===== src/rtl/stage_1_fetch_pkg.sv =====
// stage_1_fetch_pkg: shared types and constants for the fetch stage
package stage_1_fetch_pkg;
  typedef logic Clock;
  typedef logic Bool;
  typedef logic [31:0] Data;
  typedef logic [31:0] Addr;
  localparam Data NOP_INSTRUCTION = 32'h0000_0013;
  typedef enum logic [1:0] {IDLE, WAIT, DRAIN} FetchState;
  typedef struct packed {
    Data instruction;
    Addr pc;
  } FetchEntry;
endpackage


===== src/rtl/stage_1_fetch_fifo.sv =====
// stage_1_fetch_fifo: synchronous fetch buffer with flush taking priority over push
module stage_1_fetch_fifo import stage_1_fetch_pkg::*; #(
  parameter int DEPTH = 2
) (
  input  logic                     clk,
  input  logic                     rst_n,
  input  logic                     push,
  input  logic                     pop,
  input  logic                     flush,
  input  FetchEntry                wdata,
  output FetchEntry                rdata,
  output logic [$clog2(DEPTH):0]   count,
  output logic                     empty
);
  localparam int AW = $clog2(DEPTH);
  FetchEntry mem [DEPTH];
  logic [AW-1:0] wr_ptr, rd_ptr;
  logic full, do_push, do_pop;
  assign full = count == (AW+1)'(DEPTH);
  assign empty = count == '0;
  assign do_pop = pop && !empty;
  assign do_push = push && (!full || do_pop);
  assign rdata = mem[rd_ptr];
  always_ff @(posedge clk)
    if (do_push && !flush) mem[wr_ptr] <= wdata;
  always_ff @(posedge clk or negedge rst_n)
    if (!rst_n) begin
      wr_ptr <= '0;
      rd_ptr <= '0;
      count <= '0;
    end else if (flush) begin
      wr_ptr <= '0;
      rd_ptr <= '0;
      count <= '0;
    end else begin
      if (do_push) wr_ptr <= wr_ptr + 1'b1;
      if (do_pop) rd_ptr <= rd_ptr + 1'b1;
      count <= count + (AW+1)'(do_push) - (AW+1)'(do_pop);
    end
endmodule


===== src/rtl/stage_1_fetch.sv =====
// stage_1_fetch: fetch address generation, imem req/ack handshake and decode-facing output registers
module stage_1_fetch import stage_1_fetch_pkg::*; #(
  parameter Addr RESET_PC   = 32'h0000_0000,
  parameter int  FIFO_DEPTH = 2,
  parameter Data NOP_INSTR  = NOP_INSTRUCTION
) (
  input  logic        clk,
  input  logic        rst_n,
  input  logic        stall,
  input  logic        redirect_enable,
  input  logic [31:0] redirect_addr,
  output logic        imem_req,
  output logic [31:0] imem_addr,
  input  logic        imem_ack,
  input  logic [31:0] imem_rdata,
  output logic [31:0] instruction_out,
  output logic [31:0] pc_out,
  output logic        valid_out
);
  localparam int CW = $clog2(FIFO_DEPTH) + 1;
  FetchState state;
  Addr fetch_pc;
  FetchEntry rd_entry, wr_entry;
  logic [CW-1:0] count, count_next;
  logic empty, push, pop, room;
  assign push = state == WAIT && imem_ack && !redirect_enable;
  assign pop = !stall && !empty;
  assign count_next = count + CW'(push) - CW'(pop);
  assign room = count_next < CW'(FIFO_DEPTH);
  assign wr_entry = '{instruction: imem_rdata, pc: imem_addr + 32'd4};
  stage_1_fetch_fifo #(.DEPTH(FIFO_DEPTH)) u_fifo (
    .clk(clk),
    .rst_n(rst_n),
    .push(push),
    .pop(pop),
    .flush(redirect_enable),
    .wdata(wr_entry),
    .rdata(rd_entry),
    .count(count),
    .empty(empty)
  );
  // an outstanding request is never withdrawn; a redirect mid-request drains its response
  always_ff @(posedge clk or negedge rst_n)
    if (!rst_n) begin
      state <= IDLE;
      fetch_pc <= RESET_PC;
      imem_req <= 1'b0;
      imem_addr <= RESET_PC;
    end else if (redirect_enable) begin
      fetch_pc <= redirect_addr & ~32'h3;
      if (imem_req && !imem_ack) state <= DRAIN;
      else begin
        state <= IDLE;
        imem_req <= 1'b0;
      end
    end else
      case (state)
        IDLE: if (room) begin
          state <= WAIT;
          imem_req <= 1'b1;
          imem_addr <= fetch_pc;
        end
        WAIT: if (imem_ack) begin
          fetch_pc <= fetch_pc + 32'd4;
          if (room) imem_addr <= imem_addr + 32'd4;
          else begin
            imem_req <= 1'b0;
            state <= IDLE;
          end
        end
        default: if (imem_ack) begin
          imem_req <= 1'b0;
          state <= IDLE;
        end
      endcase
  always_ff @(posedge clk or negedge rst_n)
    if (!rst_n) begin
      instruction_out <= NOP_INSTR;
      pc_out <= '0;
      valid_out <= 1'b0;
    end else if (redirect_enable) begin
      instruction_out <= NOP_INSTR;
      valid_out <= 1'b0;
    end else if (!stall) begin
      instruction_out <= empty ? NOP_INSTR : rd_entry.instruction;
      pc_out <= empty ? pc_out : rd_entry.pc;
      valid_out <= !empty;
    end
endmodule


===== config.mk =====
export PLATFORM = sky130hd
export DESIGN_NAME = stage_1_fetch
export DESIGN_NICKNAME = d
export VERILOG_FILES = /design/src/rtl/stage_1_fetch_pkg.sv /design/src/rtl/stage_1_fetch_fifo.sv /design/src/rtl/stage_1_fetch.sv
export SDC_FILE = /design/constraint.sdc
export NUM_CORES = 1
export LEC_CHECK = 0
export BUFFER_PORTS_ARGS = -buffer_cell sky130_fd_sc_hd__buf_2
export CORE_MARGIN = 1
export CORE_UTILIZATION = 57
export CTS_CLUSTER_SIZE = 24
export DETAILED_ROUTE_END_ITERATION = 10
export GPL_TIMING_DRIVEN = 0
export PLACE_DENSITY = 0.84
export SLEW_MARGIN = 20
export SYNTH_ARGS = -nofsm -noshare
export SYNTH_HDL_FRONTEND = slang
export SYNTH_SLANG_ARGS = --single-unit

===== constraint.sdc =====
create_clock -name clk -period 6.3 [get_ports clk]
set_clock_uncertainty 0.05 [all_clocks]
set_input_delay 0.945 -clock clk [delete_from_list [all_inputs] [get_ports clk]]
set_output_delay 0.945 -clock clk [all_outputs]
set_load 0.005 [all_outputs]

==> results.sh, run 1 <==
export IMPL_outcome="finished, final reports clean"
export IMPL_setup_violations=0
export IMPL_synth_top_area_cell="edfxtp_1"
export IMPL_powerDensity_nw_per_um2=419
export IMPL_path_buf_inv=1
export IMPL_grt_pass1_wl_um=40000
export IMPL_place_gp_congestion=0.879
export IMPL_power_frac_seq_pct=44.8
export IMPL_crit_top_cell="nor2_1"
export IMPL_cts_resized=0
export IMPL_finalCritPeriodShare_pct=50.0
export IMPL_rows=50
export IMPL_start_util_pct=58.3
export IMPL_hold_viol=0
export IMPL_arrival_ns=3.49
export IMPL_port_buffer_count=160
export IMPL_ys_top_cells_by_area="edfxtp_1 (34%), dfrtp_1 (29%), mux2i_1 (6.3%), nand2_1 (4.4%), o21ai_0 (3.7%)"
export IMPL_tightest_slew_ns=0.761
export IMPL_ys_top_cells_by_count="dfrtp_1 (127), nand2_1 (127), edfxtp_1 (124), o21ai_0 (81), mux2i_1 (69)"
export IMPL_hp_class="input port to async pin"
export IMPL_routed_via_density=5.80
export IMPL_p_leak_nw=5.20
export IMPL_cpMaxStageDelayCell="o21ai_1"
export IMPL_pwr_share_comb_pct=29.4
export IMPL_post_cts_setup_buffers=0
export IMPL_hpwlAfterDp_um=17700
export IMPL_power_switching_mw=1.82
export IMPL_cpLargestDelayFamily="compound AO/OA/AOI/OAI gates"
export IMPL_synthCells=895
export IMPL_fp_dieH_um=140
export IMPL_die_w_um=140
export IMPL_ios=167
export IMPL_core_area_um2=18700
export IMPL_dieArea_um2=19700
export IMPL_fin_crit_ns=3.15
export IMPL_grt_max_degree=84
export IMPL_grt_overflow_total=0
export IMPL_maxSlewHeadroom_pct=49.3
export IMPL_drive_gt1_share_pct=20.2
export IMPL_antenna_cells=0
export IMPL_netSwitchingFraction_pct=33.7
export IMPL_synth_edf_count=124
export IMPL_wire_per_inst_um=18.9
export IMPL_clkLatencyLatePin_ns=0.53
export IMPL_cts_num_sinks=254
export IMPL_cts_hold_buf=0
export IMPL_cts_root_buf="clkbuf_16"
export IMPL_area_delta_synth_final_pct=18.3
export IMPL_yosysUniqueCellTypes=58
export IMPL_syn_area_um2=10900
export IMPL_ys_seq_area_share_pct=64.0
export IMPL_rsz0062_at_grt="no"
export IMPL_intPower_mw=3.58
export IMPL_stdcell_count=1342
export IMPL_cp_cell_sequence="nor2_1 -> nor2_1 -> ha_1 -> xnor2_1 -> nor3b_1 -> o21ai_1 -> clkbuf_1 -> a21oi_1 -> a2bb2oi_1"
export IMPL_drv_slew=0
export IMPL_crit_fanout=10
export IMPL_vias=7788
export IMPL_drtAntennaViolNets=0
export IMPL_slowest_delay_ns=0.57
export IMPL_clkPwrFrac_pct=25.8
export IMPL_drc=0
export IMPL_dr_pass1_iters=5
export IMPL_synth_seq_cells=254
export IMPL_crit_required_ns=6.64
export IMPL_htreeDepth=1
export IMPL_whs_ns=0.263
export IMPL_numCtsBuffers=26
export IMPL_drt_iter0_markers=775
export IMPL_cts_tree="yes"
export IMPL_cts_path_max_buffers=3
export IMPL_grt_pass1_vias=7551
export IMPL_path_clk_slew_ns=0.06
export IMPL_synth_top_area_share_pct=34.2
export IMPL_yosysWarnings=0
export IMPL_start_kind="flip-flop"
export IMPL_grt_util_all_layers_pct=26.2
export IMPL_maxCapViolations=0
export IMPL_peakVddDrop_v=0.000275
export IMPL_crit_path_end_kind="flip-flop"
export IMPL_grt_antenna_before_repair=0
export IMPL_fin_nets=1164
export IMPL_critPathKind="flip-flop to flip-flop"
export IMPL_wl_um=25300
export IMPL_ff2ff_setup_slack_ns=3.15
export IMPL_clock_fmax_mhz=318
export IMPL_yosys_most_used_dff="dfrtp_1"
export IMPL_ys_async_sr_fraction_pct=51.2
export IMPL_dp_cells=1296
export IMPL_avgSynthCellArea_um2=12.2
## cell families after synthesis
| kind of cell | synth area share, % |
|---|---|
| AND/OR/NAND/NOR | 12.9 |
| adder cells (fa/ha/maj) | 0.574 |
| other | 0.0344 |
| buffers and inverters | 2.36 |
| XOR/XNOR | 4.82 |
| AO/OA/AOI/OAI | 8.76 |
| flip-flops | 64.0 |
| multiplexers | 6.54 |
## per-stage QoR
step           cell area, um^2  worst slack (ns)  total power [mW]  setup TNS, ns  utilization, %
5_1_grt                  12900              2.91              5.68              0            68.9
2_1_floorplan            10900              1.33              3.37              0               -
3_5_place_dp             12100              2.74              4.00              0            64.8
4_1_cts                  12900              3.19              5.41              0            68.9
3_3_place_gp             12000            -0.398              3.92         -24.76            64.2
6_report                 12900              3.15              5.40              0            68.9
## path summary, 6_finish.rpt
kind | endpoint | depth (start not counted) | from
max | imem_addr[25] | 9 | u_fifo.count[1]
min | instruction_out[25] | 1 | rst_n
max reg2reg | imem_addr[25] | 9 | u_fifo.count[1]
min reg2reg | instruction_out[8] | 2 | instruction_out[8]
max in group asynchronous | instruction_out[0] | 2 | rst_n
min in group clk | instruction_out[8] | 2 | instruction_out[8]
## routing by layer
metal / up-vias / wire length [um] / global-route usage [%]
met5: - / 0 / 0
met4: 0 / 637 / 8.10
met3: 49 / 2210 / 5.88
met2: 343 / 12300 / 43.3
met1: 3768 / 10200 / 34.7
li1: 3628 / - / -
## sequential cells by signal (all words and copies together) (netlist names)
name and count:
valid_out 1, instruction_out 32, imem_addr 30, u_fifo.rd_ptr 1, pc_out 30, u_fifo.count 2
fetch_pc 30, u_fifo.mem 124, imem_req 1, u_fifo.wr_ptr 1, state 2
## final cells by class
cell class,count,area (um^2)
fill,1330,5820
multi-input combinational,585,3680
tap,234,293
buffer,51,214
timing repair buffer,164,913
clock buffer,37,712
clock inverter,9,51.3
sequential,254,6980
inverter,8,43.8
## power by group through the flow
| stage | registers [mW] | clock network (mW) | logic [mW] |
|---|---|---|---|
| after floorplan | 2.40 | 0 | 0.965 |
| after global placement | 2.42 | 0 | 1.50 |
| after detailed placement | 2.44 | 0 | 1.57 |
| after CTS | 2.41 | 1.42 | 1.59 |
| after global routing | 2.46 | 1.48 | 1.75 |
| final | 2.42 | 1.39 | 1.59 |
## layout by cell type (no fill, tap or decap), drive strengths merged, types with 3 or more instances in the layout
cell type,synthesis,final
or3,4,4
nand4,19,19
dfstp,3,3
buf,19,183
xor2,26,26
or4,6,6
nor4,5,5
and2,8,8
dfrtp,127,127
a21oi,19,19
clkinv,1,10
nand3,34,34
nor2,37,37
o22ai,12,12
and4,8,8
nor2b,6,6
o21ai,103,103
o22a,3,3
a2bb2oi,11,11
edfxtp,124,124
clkbuf,32,69
and3,11,11
xnor2,34,34
nor3b,3,3
nor3,5,5
inv,6,6
mux2i,69,69
a31oi,6,6
conb,1,4
nand2,127,127
ha,5,5
No activity file was read; power rests on OpenSTA's default activity.
==> run 2: changes to the inputs <==
--- a/config.mk
+++ b/config.mk
@@ -7,11 +7,11 @@
 export LEC_CHECK = 0
 export BUFFER_PORTS_ARGS = -buffer_cell sky130_fd_sc_hd__buf_2
 export CORE_MARGIN = 1
-export CORE_UTILIZATION = 57
+export CORE_UTILIZATION = 51
 export CTS_CLUSTER_SIZE = 24
 export DETAILED_ROUTE_END_ITERATION = 10
 export GPL_TIMING_DRIVEN = 0
-export PLACE_DENSITY = 0.84
+export PLACE_DENSITY = 0.8
 export SLEW_MARGIN = 20
 export SYNTH_ARGS = -nofsm -noshare
 export SYNTH_HDL_FRONTEND = slang
==> constraint.sdc (replaced) <==
create_clock -name clk -period 2.6 [get_ports clk]
set_clock_uncertainty 0.05 [all_clocks]
set_input_delay 0.39 -clock clk [delete_from_list [all_inputs] [get_ports clk]]
set_output_delay 0.39 -clock clk [all_outputs]
set_load 0.005 [all_outputs]
==> run 2 against run 1 <==
Compared with the run above:
- count of clock-buffer cells in the layout decreased by 3
- cell area increased by 3.3%
- cell count increased by 4.9%
- critical path depth increased by 1
- global-route usage decreased by 2.7 points
- sequential share of layout area decreased by 1.7 points
- critical path type unchanged
- critical endpoint is now imem_addr[31]
- largest cell class unchanged
- largest power group unchanged
==> results.sh, run 2 (synthesis results as in run 1) <==
export IMPL_arrival_ns=2.84
export IMPL_path_clk_slew_ns=0.06
export IMPL_tightest_slew_ns=0.859
export IMPL_clkLatencyLatePin_ns=0.53
export IMPL_wire_per_inst_um=18.5
export IMPL_hpwlAfterDp_um=17900
export IMPL_die_w_um=148
export IMPL_numCtsBuffers=26
export IMPL_top_regs="u_fifo.mem (124), instruction_out (32)"
export IMPL_htreeDepth=1
export IMPL_grt_util_all_layers_pct=23.5
export IMPL_whs_ns=0.0193
export IMPL_vias=7781
export IMPL_fp_dieH_um=148
export IMPL_grt_antenna_before_repair=0
export IMPL_p_leak_nw=5.38
export IMPL_final_cell_mix="buf_2 (164), nand2_1 (127), dfrtp_1 (126)"
export IMPL_ios=167
export IMPL_start_kind="flip-flop"
export IMPL_start_util_pct=52.0
export IMPL_antenna_cells=0
export IMPL_regMostFlops="u_fifo.mem"
export IMPL_cts_tree="yes"
export IMPL_critPathKind="flip-flop to flip-flop"
export IMPL_drtAntennaViolNets=0
export IMPL_dr_pass1_iters=5
export IMPL_fin_util_pct=63.5
export IMPL_fin_nets=1187
export IMPL_crit_fanout=10
export IMPL_power_frac_seq_pct=43.2
export IMPL_drv_slew=0
export IMPL_hold_viol=0
export IMPL_dp_cells=1337
export IMPL_top_layer_used="met4"
export IMPL_port_buffer_count=160
export IMPL_drt_iter0_markers=497
export IMPL_netSwitchingFraction_pct=33.4
export IMPL_wl_met2_um=12400
export IMPL_total_power_mw=13.6
export IMPL_outcome="finished, final reports clean"
export IMPL_clkPwrFrac_pct=26.7
export IMPL_grt_pass1_vias=7572
export IMPL_hp_class="input port to flip-flop"
export IMPL_power_switching_mw=4.54
export IMPL_maxCapViolations=0
export IMPL_detailroute_wirelength_met3_um=1800
export IMPL_cts_num_sinks=254
export IMPL_rows=53
export IMPL_grt_overflow_total=0
export IMPL_clock_fmax_mhz=399
export IMPL_pwr_share_comb_pct=30.1
export IMPL_core_area_um2=21000
export IMPL_final_common_cell="buf_2"
export IMPL_crit_path_end_kind="flip-flop"
export IMPL_grt_pass1_wl_um=40000
export IMPL_place_ws_ns=-0.557
export IMPL_setup_ws_ns=0.0937
export IMPL_wl_met1_um=11000
export IMPL_stdcell_count=1408
export IMPL_cts_path_max_buffers=3
export IMPL_drive_gt1_share_pct=22.0
export IMPL_intPower_mw=9.06
export IMPL_crit_required_ns=2.93
export IMPL_grt_max_degree=86
export IMPL_dieArea_um2=22000
export IMPL_largest_register_ffs=124
export IMPL_cts_root_buf="clkbuf_16"
export IMPL_place_gp_congestion=0.853
export IMPL_setup_violations=0
export IMPL_maxSlewHeadroom_pct=42.8
export IMPL_peakVddDrop_v=0.000511
export IMPL_wl_um=26000
export IMPL_routed_via_density=5.53
export IMPL_area_delta_synth_final_pct=22.1
export IMPL_drc=0
export IMPL_fin_crit_ns=2.51
export IMPL_finalCritPeriodShare_pct=96.4
export IMPL_powerDensity_nw_per_um2=1020
==> run 2: power groups by stage <==
stage | Clock [mW] | Combinational [mW] | Sequential [mW]
4_1_cts | 3.69 | 3.99 | 5.84
3_5_place_dp | 0 | 3.86 | 5.90
6_report | 3.63 | 4.09 | 5.88
3_3_place_gp | 0 | 3.69 | 5.85
2_1_floorplan | 0 | 2.34 | 5.81
5_1_grt | 3.87 | 4.47 | 5.97
==> run 2: per-layer routing <==
layer	GRT usage, %	vias up
met2	38.1	276
met1	31.6	3786
met3	4.45	54
li1	-	3665
met5	0	-
met4	8.81	0
==> run 2: what timing repair did <==
item	CTS	global route
hold endpoints to repair	73	0
hold buffers	15	0
pin swaps	1	2
setup buffers	3	4
resized for setup	10	10
gates cloned	1	0
setup endpoints to repair	69	82
==> run 2: stage by stage <==
stage	setup TNS (ns)	cell area (um^2)
detailed placement	-22.86	12200
finish	0	13300
floorplan	0	10900
global placement	-186.15	12100
CTS	0	13200
global route	-0.0142	13300
==> run 2: critical path, cell delays in order, from the launching register on <==
cell,delay [ns]
dfrtp_2,0.49
nor2_4,0.18
nor2_1,0.09
ha_1,0.26
xnor2_4,0.25
a21boi_4,0.27
o21a_1,0.14
clkbuf_4,0.19
buf_6,0.18
mux2i_1,0.19
nand3_1,0.09
==> run 2: area by class of cell <==
cell class / count / area, um^2
buffer: 51 / 228
clock inverter: 14 / 114
fill: 1631 / 7640
multi-input combinational: 586 / 3770
sequential: 254 / 6980
tap: 275 / 344
timing repair buffer: 186 / 1110
clock buffer: 34 / 722
inverter: 8 / 43.8
==> run 2: final timing paths <==
| kind | from | to | slack (ns) | cells past startpoint |
|---|---|---|---|---|
| setup reg to reg | u_fifo.count[1] | imem_addr[31] | 0.09 | 10 |
| max in group asynchronous | rst_n | u_fifo.count[1] | 1.42 | 3 |
| hold / removal | redirect_addr[11] | fetch_pc[11] | 0.02 | 3 |
| min in group asynchronous | rst_n | instruction_out[10] | 0.32 | 2 |
| setup / recovery | u_fifo.count[1] | imem_addr[31] | 0.09 | 10 |
| hold reg to reg | pc_out[22] | pc_out[22] | 0.42 | 2 |
==> run 3: changes to the inputs <==
--- a/config.mk
+++ b/config.mk
@@ -12,6 +12,7 @@
 export DETAILED_ROUTE_END_ITERATION = 10
 export GPL_TIMING_DRIVEN = 0
 export PLACE_DENSITY = 0.8
+export REMOVE_ABC_BUFFERS = 1
 export SLEW_MARGIN = 20
 export SYNTH_ARGS = -nofsm -noshare
 export SYNTH_HDL_FRONTEND = slang
==> run 3 against run 2 <==
Compared with the run above:
- clock power up 5%
- setup slack improved by 0.0096 ns
- routed wire length decreased by 9.0%
- non-clock buffer count shrank 46
- flip-flop and latch count is the same
- critical endpoint unchanged
- first-iteration DRC count up 7.8%
==> results.sh, run 3 (synthesis results as in run 1) <==
export IMPL_use_met3_pct=3.40
export IMPL_slowest_delay_ns=0.47
export IMPL_peakVddDrop_v=0.000451
export IMPL_top_regs="u_fifo.mem (124), instruction_out (32)"
export IMPL_stdcell_area_um2=13300
export IMPL_crit_required_ns=3.00
export IMPL_finalCritPeriodShare_pct=96.0
export IMPL_setup_violations=0
export IMPL_area_delta_synth_final_pct=22.1
export IMPL_antenna_cells=0
export IMPL_grt_overflow_total=0
export IMPL_start_util_pct=52.0
export IMPL_cts_path_max_buffers=3
export IMPL_startpoint="u_fifo.count[1]"
export IMPL_hpwlAfterDp_um=15600
export IMPL_drtAntennaViolNets=0
export IMPL_largest_register_ffs=124
export IMPL_regMostFlops="u_fifo.mem"
export IMPL_dieArea_um2=22000
export IMPL_wire_per_inst_um=17.4
export IMPL_cts_root_buf="clkbuf_16"
export IMPL_final_common_cell="buf_2"
export IMPL_busiest_layer="met2"
export IMPL_fin_setup_tns_ns=0
export IMPL_die_w_um=148
export IMPL_numCtsBuffers=26
export IMPL_hp_class="input port to flip-flop"
export IMPL_clock_fmax_mhz=401
export IMPL_met1_usage_pct=29.0
export IMPL_rows=53
export IMPL_htreeDepth=1
export IMPL_vias=7510
export IMPL_hold_viol=0
export IMPL_p_leak_nw=5.36
export IMPL_grt_pass1_vias=7192
export IMPL_fin_nets=1141
export IMPL_gr_usage_met2_pct=34.5
export IMPL_arrival_ns=2.90
export IMPL_whs_ns=0.0155
export IMPL_path_clk_slew_ns=0.06
export IMPL_drc=0
export IMPL_critPathKind="flip-flop to flip-flop"
export IMPL_cpMaxStageDelayCell="dfrtp_2"
export IMPL_crit_path_end_kind="flip-flop"
export IMPL_powerDensity_nw_per_um2=1020
export IMPL_cts_num_sinks=254
export IMPL_dr_pass1_iters=4
export IMPL_crit_fanout=31
export IMPL_clkLatencyLatePin_ns=0.51
export IMPL_drv_slew=0
export IMPL_grt_antenna_before_repair=0
export IMPL_maxSlewHeadroom_pct=51.9
export IMPL_ios=167
export IMPL_grt_max_degree=88
export IMPL_wl_um=23700
export IMPL_port_buffer_count=160
export IMPL_grt_util_all_layers_pct=21.3
export IMPL_maxCapViolations=0
export IMPL_place_gp_congestion=0.839
export IMPL_routed_via_density=5.51
export IMPL_cts_tree="yes"
export IMPL_outcome="finished, final reports clean"
export IMPL_fp_dieH_um=148
export IMPL_start_kind="flip-flop"
export IMPL_core_area_um2=21000
export IMPL_tightest_slew_ns=0.720
export IMPL_min_from="imem_rdata[21]"
export IMPL_r2r_start="u_fifo.count[1]"
export IMPL_postPlaceCellArea_um2=12100
export IMPL_fin_crit_ns=2.50
export IMPL_grt_pass1_wl_um=37200
export IMPL_cp_cell_sequence="nor2_4 -> nor2_1 -> ha_1 -> xnor2_4 -> a21boi_4 -> o21ai_4 -> buf_16 -> or4_1 -> nand3_1"
export IMPL_drive_gt1_share_pct=23.4
export IMPL_final_cell_mix="buf_2 (158), nand2_1 (127), dfrtp_1 (125)"
export IMPL_drt_iter0_markers=536
-- run 3: cell types whose count changed in the layout (fill, tap and decap cells not counted), moves of 3 or more --
cell	previous run	this run
clkinvlp_4	0	3
buf_1	8	0
clkbuf_2	3	0
buf_2	164	158
buf_12	2	5
clkbuf_1	34	1
dlygate4sd3_1	15	11
buf_16	2	5
-- run 3: power breakdown --
part,total [mW],switching (mW),internal (mW)
sequential,5.98,0.831,5.15
clock,3.82,1.51,2.31
combinational,3.80,2.02,1.77
total,13.6,4.37,9.24
-- run 3: per-stage QoR --
step | instances | power [mW] | setup WS (ns) | utilization, %
after floorplan | 847 | 8.11 | -1.92 | -
after global placement | 1282 | 9.43 | -3.91 | 56.5
after detailed placement | 1291 | 9.69 | -0.612 | 57.8
after CTS | 1347 | 13.6 | 0.00793 | 62.6
after global routing | 1362 | 14.3 | -0.0384 | 63.5
final | 1362 | 13.6 | 0.103 | 63.5
-- run 3: cell type report --
class	count	area [um^2]
clock buffers	29	693
clock inverters	19	200
fillers	1621	7650
inverters	8	43.8
multi-input cells	586	3800
flip-flops and latches	254	6990
well taps	275	344
repair buffers	191	1240
-- run 3: what timing repair did --
item,4_1_cts,5_1_grt
cloned,0,1
buffers inserted,3,8
hold endpoints to repair,51,10
hold buffers,5,6
endpoints found under the setup margin,105,53
resized for setup,7,7
pin swaps,0,5
-- run 3: critical path, delay by kind of cell (launching register included) --
kind	cells	cell delay, ns
buffers and inverters	1	0.20
and+or+nand+nor	4	0.75
xor gates and xnor gates	1	0.27
adders and majority gates	1	0.25
AOI/OAI and AO/OA	2	0.42
DFF	1	0.47
-- run 3: final timing paths --
| check | end | slack, ns | cells after the start |
|---|---|---|---|
| setup / recovery | imem_addr[31] | 0.10 | 9 |
| hold / removal | u_fifo.mem[0][53] | 0.02 | 1 |
| setup reg to reg | imem_addr[31] | 0.10 | 9 |
| hold reg to reg | instruction_out[16] | 0.42 | 2 |
| max in group asynchronous | u_fifo.rd_ptr | 1.35 | 3 |
| min in group asynchronous | instruction_out[28] | 0.32 | 2 |
-- run 3: routing by layer --
metal / vias up / share of wire [%]
met5: - / 0
met3: 47 / 5.8
met4: 0 / 3.1
met2: 246 / 47
li1: 3590 / -
met1: 3627 / 44
